$ cat config.mk
export PLATFORM = sky130hd
export DESIGN_NAME = rb_ctrl_flat
export DESIGN_NICKNAME = d
export VERILOG_FILES = /design/src/rtl/rb_if.sv /design/src/rtl/rb_ctrl.sv /design/src/flat_wrapper.sv
export SDC_FILE = /design/constraint.sdc
export NUM_CORES = 1
export LEC_CHECK = 0
export BUFFER_PORTS_ARGS = -buffer_cell sky130_fd_sc_hd__buf_2
export CAP_MARGIN = 20
export CORE_MARGIN = 10
export CORE_UTILIZATION = 50
export CTS_CLUSTER_DIAMETER = 200
export DETAILED_ROUTE_END_ITERATION = 10
export PLACE_DENSITY = 0.75
export SLEW_MARGIN = 20
export SYNTH_ARGS = -nofsm -noshare
export SYNTH_HDL_FRONTEND = slang
export SYNTH_SLANG_ARGS = --single-unit
$ cat constraint.sdc
create_clock -name clk -period 3.1 [get_ports clk]
set_input_delay 0.465 -clock clk [delete_from_list [all_inputs] [get_ports clk]]
set_output_delay 0.465 -clock clk [all_outputs]
set_load 0.02 [all_outputs]
$ cat src/rtl/rb_if.sv
// Row-buffer controller handshake: frame start, pixel stream, BRAM control
// and window-column qualifiers.
interface rb_if #(
  parameter int K          = 3,
  parameter int ADDR_WIDTH = 9
);
  logic                  start;
  logic                  pix_valid;
  logic                  pix_ready;
  logic [K-2:0]          bram_we;
  logic [ADDR_WIDTH-1:0] bram_waddr;
  logic [ADDR_WIDTH-1:0] bram_raddr;
  logic [2:0]            rd_base;
  logic                  win_valid;
  logic                  win_last;
  logic                  busy;
  logic                  complete;

  modport slave (
    input  start, pix_valid,
    output pix_ready, bram_we, bram_waddr, bram_raddr, rd_base,
           win_valid, win_last, busy, complete
  );

  modport master (
    output start, pix_valid,
    input  pix_ready, bram_we, bram_waddr, bram_raddr, rd_base,
           win_valid, win_last, busy, complete
  );
endinterface

$ cat src/rtl/rb_ctrl.sv
// Line-buffer controller for a KxK sliding window: rotates K-1 BRAM row
// buffers, generates shared read/write column address and window qualifiers.
module rb_ctrl #(
  parameter int IMG_W      = 512,
  parameter int IMG_H      = 512,
  parameter int K          = 3,
  parameter int ADDR_WIDTH = 9
) (
  input logic clk,
  input logic rst,
  rb_if.slave bus
);
  typedef enum logic [1:0] {IDLE, FILL, RUN, DONE} state_t;

  localparam int ROW_W = (IMG_H > 1) ? $clog2(IMG_H) : 1;
  localparam logic [ADDR_WIDTH-1:0] COL_MAX = ADDR_WIDTH'(IMG_W - 1);
  localparam logic [ADDR_WIDTH-1:0] COL_K   = ADDR_WIDTH'(K - 1);
  localparam logic [ROW_W-1:0]      ROW_MAX = ROW_W'(IMG_H - 1);
  localparam logic [ROW_W-1:0]      ROW_FIL = ROW_W'(K - 2);
  localparam logic [2:0]            SEL_MAX = 3'(K - 2);

  state_t                state, nxt;
  logic [ADDR_WIDTH-1:0] col;
  logic [ROW_W-1:0]      row;
  logic [2:0]            wr_sel;
  logic                  win_valid, win_last;
  logic                  acc, last_col, last_row, run;

  assign run      = (state == RUN);
  assign acc      = bus.pix_valid && bus.pix_ready;
  assign last_col = (col == COL_MAX);
  assign last_row = (row == ROW_MAX);

  assign bus.pix_ready  = (state == FILL) || run;
  assign bus.busy       = (state != IDLE);
  assign bus.complete   = (state == DONE);
  assign bus.bram_waddr = col;
  assign bus.bram_raddr = col;
  assign bus.rd_base    = run ? wr_sel : 3'd0;
  assign bus.win_valid  = win_valid;
  assign bus.win_last   = win_last;

  always_comb begin
    bus.bram_we = '0;
    for (int i = 0; i < K - 1; i++)
      bus.bram_we[i] = acc && (wr_sel == 3'(i));
  end

  always_ff @(posedge clk) begin
    if (rst) state <= IDLE;
    else     state <= nxt;
  end

  always_comb begin
    nxt = state;
    case (state)
      IDLE: if (bus.start) nxt = FILL;
      FILL: if (acc && last_col && row == ROW_FIL) nxt = RUN;
      RUN:  if (acc && last_col && last_row) nxt = DONE;
      DONE: nxt = IDLE;
      default: nxt = IDLE;
    endcase
  end

  // Counters only move on accepted pixels; frame end leaves them zeroed for the next start.
  always_ff @(posedge clk) begin
    if (rst) begin
      col       <= '0;
      row       <= '0;
      wr_sel    <= '0;
      win_valid <= 1'b0;
      win_last  <= 1'b0;
    end else begin
      win_valid <= acc && run && (col >= COL_K);
      win_last  <= acc && run && last_col && last_row;
      if (acc) begin
        if (last_col) begin
          col <= '0;
          if (last_row) begin
            row    <= '0;
            wr_sel <= '0;
          end else begin
            row    <= row + 1'b1;
            wr_sel <= (wr_sel == SEL_MAX) ? 3'd0 : wr_sel + 3'd1;
          end
        end else begin
          col <= col + 1'b1;
        end
      end
    end
  end
endmodule

$ cat src/flat_wrapper.sv
// flat-port wrapper written by rule: the top's interface ports become plain ports
module rb_ctrl_flat 
#(
  parameter int IMG_W      = 512,
  parameter int IMG_H      = 512,
  parameter int K          = 3,
  parameter int ADDR_WIDTH = 9
)
  (clk, rst, bus_start, bus_pix_valid, bus_pix_ready, bus_bram_we, bus_bram_waddr, bus_bram_raddr, bus_rd_base, bus_win_valid, bus_win_last, bus_busy, bus_complete);
  rb_if #(.K(K), .ADDR_WIDTH(ADDR_WIDTH)) bus_i ();
  input logic clk;
  input logic rst;
  input wire logic [$bits(bus_i.start)-1:0] bus_start;
  input wire logic [$bits(bus_i.pix_valid)-1:0] bus_pix_valid;
  output wire logic [$bits(bus_i.pix_ready)-1:0] bus_pix_ready;
  output wire logic [$bits(bus_i.bram_we)-1:0] bus_bram_we;
  output wire logic [$bits(bus_i.bram_waddr)-1:0] bus_bram_waddr;
  output wire logic [$bits(bus_i.bram_raddr)-1:0] bus_bram_raddr;
  output wire logic [$bits(bus_i.rd_base)-1:0] bus_rd_base;
  output wire logic [$bits(bus_i.win_valid)-1:0] bus_win_valid;
  output wire logic [$bits(bus_i.win_last)-1:0] bus_win_last;
  output wire logic [$bits(bus_i.busy)-1:0] bus_busy;
  output wire logic [$bits(bus_i.complete)-1:0] bus_complete;
  assign bus_i.start = bus_start;
  assign bus_i.pix_valid = bus_pix_valid;
  assign bus_pix_ready = bus_i.pix_ready;
  assign bus_bram_we = bus_i.bram_we;
  assign bus_bram_waddr = bus_i.bram_waddr;
  assign bus_bram_raddr = bus_i.bram_raddr;
  assign bus_rd_base = bus_i.rd_base;
  assign bus_win_valid = bus_i.win_valid;
  assign bus_win_last = bus_i.win_last;
  assign bus_busy = bus_i.busy;
  assign bus_complete = bus_i.complete;
  rb_ctrl #(.IMG_W(IMG_W), .IMG_H(IMG_H), .K(K), .ADDR_WIDTH(ADDR_WIDTH)) u_core (.clk(clk), .rst(rst), .bus(bus_i));
endmodule
Word-level counts from Yosys, hierarchy flattened
Cells that the tools add are included.
W data, S select, Z words.

storage, ports and cells
  register bits = 25
  word-level logic and storage cells = 45
  output and inout port bits = 28

cells by class
  multiplexer cells = 9
  $add $sub $neg = 3
  magnitude comparators = 1
  reduce and logical (&&, ||, !) cells = 16
  equality and inequality tests = 10

operator list
  operator               count
  $add A9 B1 Y9 const B  2
  $eq A9 B9 Y1 const B   2
  $mux W9                2
  $logic_and A1 B1 Y1    10
  $eq A9 B1 Y1 const B   1
  $ge A9 B2 Y1 const B   1
  $mux W3                3
  $pmux W2 S4            1
  $mux W2                3
  $ne A2 B2 Y1 const B   3
  $eq A2 B2 Y1 const B   2
  $add A3 B1 Y3 const B  1
  $eq A3 B1 Y1 const B   1
  $logic_not A3 Y1       1
  $reduce_and A3 Y1      1
  $eq A2 B1 Y1 const B   1
  $logic_not A2 Y1       1
  $reduce_and A2 Y1      1
  $reduce_bool A2 Y1     1
  $logic_or A1 B1 Y1     1

Longest topological paths before layout
  depth in word-level cells = 7
  depth in mapped cells = 10
  gate-level depth less buffers = 8

Worst setup path before layout
OpenSTA, ideal clock, no wires.

  path type = reg-to-output
  from = reg u_core.state[0]
  to = out bus_bram_we[1]
  path buffers = 0
  slack = 0.819 ns
  arrival = 1.816 ns
  stages on the path, launching flop included = 5
  cell sequence = dfxtp_1 inv_1 ha_1 nand2_1 nor4b_1

between the ends
  cells in the longest elaborated chain, start to end = 4
  elaborated cells on any way between the ends = 5
  those cells by class = 2 x eq/ne; 3 x reduce/logical

RTL lines
  item                                                 RTL line                      text
  start, declared                                      rb_ctrl.sv:22                 state_t state, nxt;
  start signal, assigned                               rb_ctrl.sv:51                 else state <= nxt;
  $eq A2 B1 Y1 / $eq A2 B2 Y1 (equally long branches)  rb_ctrl.sv:34, rb_ctrl.sv:29
  $logic_or A1 B1 Y1 (*)                               rb_ctrl.sv:34                 assign bus.pix_ready = (state == FILL) || run;
  via bus_pix_ready                                    flat_wrapper.sv:15            output wire logic [$bits(bus_i.pix_ready)-1:0] bus_pix_ready;
  $logic_and A1 B1 Y1 (*)                              rb_ctrl.sv:30                 assign acc = bus.pix_valid && bus.pix_ready;
  $logic_and A1 B1 Y1 (*)                              rb_ctrl.sv:46                 bus.bram_we[i] = acc && (wr_sel == 3'(i));
  end, declared                                        flat_wrapper.sv:16            output wire logic [$bits(bus_i.bram_we)-1:0] bus_bram_we;

The timed path passes the listed nets; every way through them passes the cells marked *.

Worst setup path after layout
  from = reg u_core.state[1]
  to = out bus_bram_we[1]

between the ends
  cells in the longest elaborated chain, start to end = 4
  elaborated cells on any way between the ends = 5
  those cells by class = 2 x eq/ne; 3 x reduce/logical

RTL lines
  item                                                 RTL line
  $eq A2 B1 Y1 / $eq A2 B2 Y1 (equally long branches)  rb_ctrl.sv:34, rb_ctrl.sv:29
  $logic_or A1 B1 Y1 (*)                               rb_ctrl.sv:34
  $logic_and A1 B1 Y1 (*)                              rb_ctrl.sv:30
  $logic_and A1 B1 Y1 (*)                              rb_ctrl.sv:46

Mark *: on every way between the ends. The rest lies on a longest branch, timed or not.

==> metrics <==
status=completed; PD cells=553 mW/mm²; routed len/inst=13.9 µm; final slew viol count=0; Net Sw Frac=39.0%; Post-Place Cells=205; top cells by area, synth=dfxtp_1 37%, ha_1 10%, nor2_1 6.9%; Die Ht=72.1 µm; clk buf depth=2; Antenna Nets Post-Route=0; share of layout cells above drive strength 1=21.2%; sequential power share=45.9%; I/O pin cnt=32; Max Freq=0.411 GHz; Starting Density=53.7%; library cells used by synthesis=29; CTS Buf Count=3; drt first pass iters=4; via/cell ratio=5.38; CTS HTree Levels=1; Placeable Area=0.00252 mm²; RSZ-0062 raised after global routing=no; Port Buf Inserts=31; clock share of power=17.8%; number of flops mapped to enable cells by yosys=0; pin count of the biggest net entering global routing=15; Final nets=195; worst hold path type=in -> reg; CP arrival=1970 ps; # rows=18; type of origin of the critical path=flop; crit end category=primary output; Clock Pin Slew Worst Setup and Hold Paths=140 ps; leading area contributor after synthesis=dfxtp_1; clk_skew=3.45 ps; CP max-delay cell=dfxtp_1; Yosys top cell area share=36.9%; Routability Congestion=0.822; via count=1124; Int Power=0.000499 W; logic gate share of total power=36.2%; setup bufs post-CTS=0; Total GRT Usage=11.3%; CTS tree=yes; Slew HR=71.9%; die area=0.00519 mm²; antenna violations before repair=0; initial DRC count=84; max-cap violations=0; Post-Syn Instances=158; Critical Path Max Stage Delay=420 ps; post-DP HPWL=2270 µm; grt total ovfl=0; setup TNS=0 ps; peak supply drop=0.416 mV; Worst Tran Pin Value=421 ps; Fillers=244; CP Cell Sequence=inv_1, ha_1, nand2_1, nor4b_1, buf_2; Hold Fails Final Rpt=0; Clock Latency Late Sink=320 ps; P&R area growth vs syn=9.05%; Synthesized Nets=173; Post-CTS Hold Fix Bufs=0; CTS resizes=0; non-filler cells, final=209; Yosys warning total=0; overall die width=72.1 µm; Buf/Inv on CP=2; first-pass GRT wire length=4950 µm; register area share after synthesis=36.9%; ANT cells=0; WL final=2900 µm; fin crit share=78.4%; Leak=0.664 nW; # clock sinks=25; Clock Tree Root=clkbuf_4; top cells by count, synth=25 x dfxtp_1, 25 x nor2_1, 11 x ha_1; Remaining DRCs=0; CP max FO=7; clock period minus worst slack=2430 ps; number of global-route vias before repair=1108; Sw Pwr=0.000319 W; WP data required=2630 ps; Cell Area, Synth=0.00136 mm²; Synth Flop Type=dfxtp_1; Mean Syn Cell Area=8.58 µm²; top cell family by delay on the critical path=simple AND/OR/NAND/NOR gates; flops & latches, synth=25; Async S/R FF share, synth=0%; # setup viols final=0; Setup CP Type=reg -> out
[through the flow]
| stage | area [µm²] | total power (W) | util, % | worst slack (ps) | hold slack, ps |
|---|---|---|---|---|---|
| 6_report | 1480 | 0.000817 | 58.6 | 669 | 421 |
| 5_1_grt | 1480 | 0.000877 | 58.6 | 449 | 418 |
| 4_1_cts | 1480 | 0.000830 | 58.6 | 627 | 410 |
| 3_5_place_dp | 1450 | 0.000683 | 57.5 | 798 | 486 |
| 3_3_place_gp | 1450 | 0.000669 | 57.5 | 953 | 467 |
| 2_1_floorplan | 1360 | 0.000609 | - | 819 | 451 |
[metal layers]
layer | vias to the layer above | share of wire, % | routed length, µm | track usage [%]
met5 | - | 0 | 0 | 0
met2 | 25 | 51 | 1480 | 20.1
met1 | 527 | 44 | 1270 | 12.5
met4 | 0 | 1.4 | 41 | 4.09
li1 | 565 | - | - | -
met3 | 7 | 3.8 | 111 | 2.72
[cell families after synthesis]
group	Yosys count	synth area share, %
fa+ha+maj	11	10.2
buf+inv	19	8.59
xor+xnor	15	9.70
flops	25	36.9
compound gates	11	5.26
simple gates	75	27.9
mux	2	1.48
[layout by cell type, fill, tap and decap left out, drive strengths merged, types with 6 or more instances in the layout]
cell	n
dfxtp	25
nand3	7
nor2	25
nand4	7
nand2	11
xnor2	8
xor2	7
ha	11
nor3	6
buf	31
[sequential cells by signal, summed over array words and instances (netlist names)]
name,cells
u_core.bus.win_valid,1
u_core.state,2
u_core.wr_sel,3
u_core.row,9
u_core.bus.bram_raddr,9
u_core.bus.win_last,1
[area by class of cell]
cell class,instances,area (µm²),area share (%)
inverter,5,18.8,1.27
sequential,25,500,33.9
clock inverter,1,5.00,0.339
clock buffer,3,22.5,1.52
multi-input combinational,114,738,50.0
timing repair buffer,31,155,10.5
tap,30,37.5,2.54
[power groups by stage]
stage          clock [W]  sequential, W  combinational (W)
2_1_floorplan          0       0.000390           0.000219
3_3_place_gp           0       0.000377           0.000292
3_5_place_dp           0       0.000383           0.000300
4_1_cts         0.000153       0.000376           0.000302
5_1_grt         0.000164       0.000382           0.000331
6_report        0.000146       0.000375           0.000296
[worst paths after layout]
| check | start | cells after the start | slack (ps) | to |
|---|---|---|---|---|
| min | rst | 2 | 420 | u_core.bus.bram_raddr[8] |
| max | u_core.state[1] | 5 | 670 | bus_bram_we[1] |
| max reg2reg | u_core.bus.bram_raddr[1] | 8 | 800 | u_core.state[0] |
| min reg2reg | u_core.row[8] | 2 | 500 | u_core.row[8] |
(Power assumes the default switching activity.)
